$ cat src/rtl/cpu4_ctrl_fsm_pkg.sv
// Shared definitions for the 4-bit CPU control unit: opcodes, ALU op codes,
// FSM state encoding, instruction field helpers and the decoder output bundle.
package cpu4_ctrl_fsm_pkg;

    localparam logic [3:0] OP_NOP = 4'h0;
    localparam logic [3:0] OP_LDI = 4'h1;
    localparam logic [3:0] OP_ADD = 4'h2;
    localparam logic [3:0] OP_SUB = 4'h3;
    localparam logic [3:0] OP_AND = 4'h4;
    localparam logic [3:0] OP_OR  = 4'h5;
    localparam logic [3:0] OP_XOR = 4'h6;
    localparam logic [3:0] OP_NOT = 4'h7;
    localparam logic [3:0] OP_JMP = 4'h8;
    localparam logic [3:0] OP_JZ  = 4'h9;
    localparam logic [3:0] OP_JC  = 4'hA;
    localparam logic [3:0] OP_HLT = 4'hF;

    localparam logic [2:0] ALU_PASS_B = 3'd0;
    localparam logic [2:0] ALU_ADD    = 3'd1;
    localparam logic [2:0] ALU_SUB    = 3'd2;
    localparam logic [2:0] ALU_AND    = 3'd3;
    localparam logic [2:0] ALU_OR     = 3'd4;
    localparam logic [2:0] ALU_XOR    = 3'd5;
    localparam logic [2:0] ALU_NOT_A  = 3'd6;

    typedef enum logic [1:0] {
        ST_FETCH  = 2'd0,
        ST_DECODE = 2'd1,
        ST_EXEC   = 2'd2,
        ST_HALT   = 2'd3
    } state_e;

    typedef struct packed {
        logic [2:0] alu_op;
        logic       acc_we_en;
        logic       z_en;
        logic       c_en;
        logic       c_clr;
        logic       jmp;
        logic       jz;
        logic       jc;
        logic       hlt;
        logic       illegal;
    } dec_s;

    function automatic logic [3:0] instr_opcode(input logic [7:0] instr);
        return instr[7:4];
    endfunction

    function automatic logic [3:0] instr_imm(input logic [7:0] instr);
        return instr[3:0];
    endfunction

endpackage

$ cat src/rtl/cpu4_ctrl_fsm_decoder.sv
// Combinational opcode decoder: maps an opcode to ALU select and control enables.
module cpu4_ctrl_fsm_decoder
    import cpu4_ctrl_fsm_pkg::*;
(
    input  logic [3:0] opcode,
    output dec_s       dec
);

    // Opcode to control bundle; unlisted opcodes are illegal and behave as NOP
    always_comb begin
        dec = '0;
        case (opcode)
            OP_NOP: dec.alu_op = ALU_PASS_B;
            OP_LDI: begin dec.alu_op = ALU_PASS_B; dec.acc_we_en = 1'b1; dec.z_en = 1'b1; dec.c_clr = 1'b1; end
            OP_ADD: begin dec.alu_op = ALU_ADD;    dec.acc_we_en = 1'b1; dec.z_en = 1'b1; dec.c_en  = 1'b1; end
            OP_SUB: begin dec.alu_op = ALU_SUB;    dec.acc_we_en = 1'b1; dec.z_en = 1'b1; dec.c_en  = 1'b1; end
            OP_AND: begin dec.alu_op = ALU_AND;    dec.acc_we_en = 1'b1; dec.z_en = 1'b1; end
            OP_OR:  begin dec.alu_op = ALU_OR;     dec.acc_we_en = 1'b1; dec.z_en = 1'b1; end
            OP_XOR: begin dec.alu_op = ALU_XOR;    dec.acc_we_en = 1'b1; dec.z_en = 1'b1; end
            OP_NOT: begin dec.alu_op = ALU_NOT_A;  dec.acc_we_en = 1'b1; dec.z_en = 1'b1; end
            OP_JMP: dec.jmp = 1'b1;
            OP_JZ:  dec.jz  = 1'b1;
            OP_JC:  dec.jc  = 1'b1;
            OP_HLT: dec.hlt = 1'b1;
            default: dec.illegal = 1'b1;
        endcase
    end

endmodule

$ cat src/rtl/cpu4_ctrl_fsm.sv
// Multi-cycle FETCH/DECODE/EXEC control unit for the 4-bit CPU; owns PC, IR and Z/C flags.
// Optional feature macro: CTRL_SINGLE_STEP_EN adds the step input (one instruction per pulse).
module cpu4_ctrl_fsm
    import cpu4_ctrl_fsm_pkg::*;
#(
    parameter int              PC_W   = 4,
    parameter logic [PC_W-1:0] RST_PC = {PC_W{1'b0}}
) (
    input  logic            clk,
    input  logic            rst_n,
`ifdef CTRL_SINGLE_STEP_EN
    input  logic            step,
`endif
    output logic            imem_req,
    output logic [PC_W-1:0] imem_addr,
    input  logic            imem_ack,
    input  logic [7:0]      imem_data,
    output logic [2:0]      alu_op,
    output logic [3:0]      alu_imm,
    input  logic            alu_zero,
    input  logic            alu_carry,
    output logic            acc_we,
    output logic            flag_z,
    output logic            flag_c,
    output logic            halted,
    output logic            illegal
);

    state_e          state_q, state_d;
    logic [PC_W-1:0] pc_q, pc_d;
    logic [7:0]      ir_q, ir_d;
    logic            fz_q, fz_d, fc_q, fc_d;
    logic            req_q, req_d;
    logic [2:0]      op_q, op_d;
    logic [3:0]      imm_q, imm_d;
    logic            we_q, we_d, ill_q, ill_d, halt_q, halt_d;
    logic [3:0]      dec_opc_s;
    dec_s            dec_s_w;
    logic            fetch_done_s;

    // While fetching, decode the incoming word so alu_op is already valid in DECODE
    assign dec_opc_s    = (state_q == ST_FETCH) ? instr_opcode(imem_data) : instr_opcode(ir_q);
    assign fetch_done_s = req_q & imem_ack;

    cpu4_ctrl_fsm_decoder u_dec (
        .opcode (dec_opc_s),
        .dec    (dec_s_w)
    );

    // Next-state, datapath-register and output computation
    always_comb begin
        state_d = state_q;
        pc_d    = pc_q;
        ir_d    = ir_q;
        fz_d    = fz_q;
        fc_d    = fc_q;
        req_d   = 1'b0;
        op_d    = op_q;
        imm_d   = imm_q;
        we_d    = 1'b0;
        ill_d   = 1'b0;
        halt_d  = 1'b0;
        case (state_q)
            ST_FETCH: begin
                op_d  = ALU_PASS_B;
                imm_d = 4'h0;
                if (fetch_done_s) begin
                    ir_d    = imem_data;
                    pc_d    = pc_q + PC_W'(1);
                    op_d    = dec_s_w.alu_op;
                    imm_d   = instr_imm(imem_data);
                    state_d = ST_DECODE;
                end else begin
`ifdef CTRL_SINGLE_STEP_EN
                    req_d = req_q | step;
`else
                    req_d = 1'b1;
`endif
                end
            end
            ST_DECODE: begin
                we_d    = dec_s_w.acc_we_en;
                ill_d   = dec_s_w.illegal;
                state_d = ST_EXEC;
            end
            ST_EXEC: begin
                if (dec_s_w.z_en) fz_d = alu_zero;
                else              fz_d = fz_q;
                if (dec_s_w.c_en)       fc_d = alu_carry;
                else if (dec_s_w.c_clr) fc_d = 1'b0;
                else                    fc_d = fc_q;
                // Jump conditions look at the flags as they stood before this instruction
                if (dec_s_w.jmp || (dec_s_w.jz && fz_q) || (dec_s_w.jc && fc_q)) pc_d = PC_W'(instr_imm(ir_q));
                else                                                            pc_d = pc_q;
                op_d  = ALU_PASS_B;
                imm_d = 4'h0;
                if (dec_s_w.hlt) begin
                    state_d = ST_HALT;
                    halt_d  = 1'b1;
                end else begin
                    state_d = ST_FETCH;
`ifdef CTRL_SINGLE_STEP_EN
                    req_d = 1'b0;
`else
                    req_d = 1'b1;
`endif
                end
            end
            ST_HALT: begin
                op_d   = ALU_PASS_B;
                imm_d  = 4'h0;
                halt_d = 1'b1;
            end
            default: begin
                state_d = ST_FETCH;
            end
        endcase
    end

    // State and output registers with synchronous active-low reset
    always_ff @(posedge clk) begin
        if (!rst_n) begin
            state_q <= ST_FETCH;
            pc_q    <= RST_PC;
            ir_q    <= 8'h00;
            fz_q    <= 1'b0;
            fc_q    <= 1'b0;
            req_q   <= 1'b0;
            op_q    <= 3'd0;
            imm_q   <= 4'h0;
            we_q    <= 1'b0;
            ill_q   <= 1'b0;
            halt_q  <= 1'b0;
        end else begin
            state_q <= state_d;
            pc_q    <= pc_d;
            ir_q    <= ir_d;
            fz_q    <= fz_d;
            fc_q    <= fc_d;
            req_q   <= req_d;
            op_q    <= op_d;
            imm_q   <= imm_d;
            we_q    <= we_d;
            ill_q   <= ill_d;
            halt_q  <= halt_d;
        end
    end

    assign imem_req  = req_q;
    assign imem_addr = pc_q;
    assign alu_op    = op_q;
    assign alu_imm   = imm_q;
    assign acc_we    = we_q;
    assign flag_z    = fz_q;
    assign flag_c    = fc_q;
    assign halted    = halt_q;
    assign illegal   = ill_q;

endmodule
$ cat config.mk
export PLATFORM = sky130hd
export DESIGN_NAME = cpu4_ctrl_fsm
export DESIGN_NICKNAME = d
export VERILOG_FILES = /design/src/rtl/cpu4_ctrl_fsm_pkg.sv /design/src/rtl/cpu4_ctrl_fsm_decoder.sv /design/src/rtl/cpu4_ctrl_fsm.sv
export SDC_FILE = /design/constraint.sdc
export NUM_CORES = 1
export LEC_CHECK = 0
export BUFFER_PORTS_ARGS = -buffer_cell sky130_fd_sc_hd__buf_2
export CAP_MARGIN = 20
export CORE_MARGIN = 2
export CORE_UTILIZATION = 57
export CTS_CLUSTER_DIAMETER = 60
export DETAILED_ROUTE_END_ITERATION = 7
export PLACE_DENSITY = 0.83
export SETUP_SLACK_MARGIN = 0.02
export SLEW_MARGIN = 20
export SYNTH_ARGS = -nofsm -noshare
export SYNTH_HDL_FRONTEND = slang
export SYNTH_SLANG_ARGS = --single-unit
$ cat constraint.sdc
create_clock -name clk -period 3.5 [get_ports clk]
set_input_delay 0 -clock clk [delete_from_list [all_inputs] [get_ports clk]]
set_output_delay 0 -clock clk [all_outputs]
set_load 0.02 [all_outputs]
==> impl_metrics.yaml <==
cts:
  cts_num_sinks: 27
  postCtsSetupBuffers: 0
  cts_tree: "yes"
  cts_root_buf: "clkbuf_4"
  cts-hold-fix-buffers: 10
  clk_pin_slew_ps: 140
  htree_levels: 1
  cts_buffer_depth: 2
  cts_buffers: 3
  cts_resized: 0
  insertion_delay_ps: 320
placement:
  gp_congestion: 0.883
  dpl-instance-area_um2: 1500
  dp_hpwl_um: 2150
  port_buffers: 29
  dp_slack_ps: 1130
  placedCellCount: 200
job:
  maxCapViolCount: 0
power:
  finalPower_mw: 0.848
  p_per_area_nw_per_um2: 521
  ir_worst_vdd_uv: 326
  leakagePower_nw: 0.684
timing:
  max_freq_ghz: 0.413
  maxSlewViolCount: 0
  final_hold_viol_count: 0
  worst_slack_ps: 1080
  fin_setup_tns_ps: 0
  relSlewSlack_pct: 51.0
  setup_viol: 0
  whs_ps: 71.8
  rsz0062_at_grt: "false"
  tightest_slew_ps: 735
  layout_min_cycle_time_ps: 2420
  fin_crit_sh_pct: 69.2
  skew_ps: 4.02
finish:
  final_cell_mix: "29 x buf_2, 27 x dfxtp_1, 26 x nand2_1, 10 x dlygate4sd3_1, 9 x a21boi_0"
  nets: 205
  fill_cells: 182
  final_util_pct: 72.1
  finalNonFillerCells: 214
  num_antenna_cells: 0
  fin_area_um2: 1630
  syn_to_final_growth_pct: 18.0
  final_common_cell: "buf_2"
  drive_gt1_share_pct: 22.6
synth:
  avgSynthCellArea_um2: 9.07
  synth_cell_types: 46
  ys_top_cells_by_area: "dfxtp_1 39%, nand2_1 7.1%, a21boi_0 4.9%"
  ys_ff_latch: 27
  synth_seq_area_share_pct: 39.2
  syn_inst: 152
  yosysTopAreaCell: "dfxtp_1"
  synth_warnings: 0
  synth.cell_area_um2: 1380
  synth_top_area_share_pct: 39.2
  synth_nets: 170
critical_path:
  critPathLaunchType: "flip-flop"
  arrival_ps: 2650
  worstPathRequired_ps: 3730
  criticalPathCategory: "reg -> reg"
  crit_fanout: 15
  end_kind: "flip-flop"
grt:
  first_global_vias: 1112
  grt_max_degree: 25
  grt_pass1_wl_um: 4980
  grt_util_all_layers_pct: 24.0
  grt_antenna_before_repair: 0
  overflow: 0
detailed_routing:
  drc_errors: 0
  avgRoutedWirePerCell_um: 14.4
  wl_um: 3090
  via_count: 1232
  ant_nets: 0
  vias_per_cell: 5.76
  drt-initial-drc-count: 28
  drt_pre_antenna_iters: 4
die:
  die_width_um: 53.2
  start_util_pct: 61.2
  fp.coreArea_um2: 2250
  die_area_um2: 2830
  die_h_um: 53.2
  ios: 30
  rows: 17
worst_hold_path:
  worstHoldPathType: "in -> reg"
run_status:
  status: "finished clean"
## cells in the mapped netlist, drive strengths merged
cell type  number
inv             5
nor4            1
nor3            4
nand4           2
o2bb2ai         1
o2111ai         1
or3b            1
xor2            1
o21bai          1
a22oi           1
o22ai           1
a211oi          1
buf             4
a211o           1
ha              5
mux2i           6
and3b           1
o221a           1
a31oi           2
clkbuf          5
o21a            2
and2            2
and3            3
a22o            5
o211ai          2
a21boi         10
mux2            1
nor2            5
a32o            2
nor3b           3
nor2b           3
a21oi           4
o21ai           7
dfxtp          27
nand2          26
o31ai           1
nand3           4
## path summary, 6_finish.rpt
| path | from | end | slack [ps] | depth (start not counted) |
|---|---|---|---|---|
| setup / recovery | state_q[0] | imem_addr[3] | 1080 | 7 |
| hold / removal | rst_n | imem_addr[2] | 70 | 3 |
| setup reg to reg | state_q[0] | imem_addr[3] | 1080 | 7 |
| hold reg to reg | ir_q[1] | ir_q[1] | 470 | 2 |
## report_power, final
| part | internal, mW | leakage (nW) | switching [mW] |
|---|---|---|---|
| sequential | 0.345 | 0.219 | 0.0355 |
| combinational | 0.132 | 0.447 | 0.202 |
| clock | 0.0429 | 0.0177 | 0.0911 |
## state kept, by name, summed over array words and instances (netlist names)
name       flops
acc_we         1
alu_imm        4
alu_op         3
flag_c         1
flag_z         1
halted         1
illegal        1
imem_addr      4
imem_req       1
ir_q           8
state_q        2
## final cells by class
class                           instances  area [µm²]  share of cell area, %
Clock buffer                            3        22.5                   1.38
Clock inverter                          1        5.00                  0.308
Inverter                                5        18.8                   1.15
Multi-Input combinational cell        111         759                   46.7
Sequential cell                        27         541                   33.2
Tap cell                               28        35.0                   2.15
Timing Repair Buffer                   39         245                   15.1
## cells by family after synthesis
group	count (synthesis)	synth area share (%)
AOI/OAI and AO/OA	43	22.5
muxes	7	7.26
DFF	27	39.2
xor gates and xnor gates	1	0.635
buffers and inverters	14	5.72
and+or+nand+nor	55	20.1
adders and majority gates	5	4.54
## metal layers
layer,vias up,part of all wire [%],track usage (%)
met4,0,0.84,6.41
met3,4,6.3,5.08
met5,-,0,0
li1,617,-,-
met2,46,50,40.0
met1,565,43,31.4
## critical path: stages, from the launching register on
cell and delay [ps]:
dfxtp_1 370, inv_1 90, ha_1 640, and3_1 490
a21oi_1 100, a211o_1 370, o211ai_1 190, o21ai_1 80
Power figures use the tool's default switching activity.
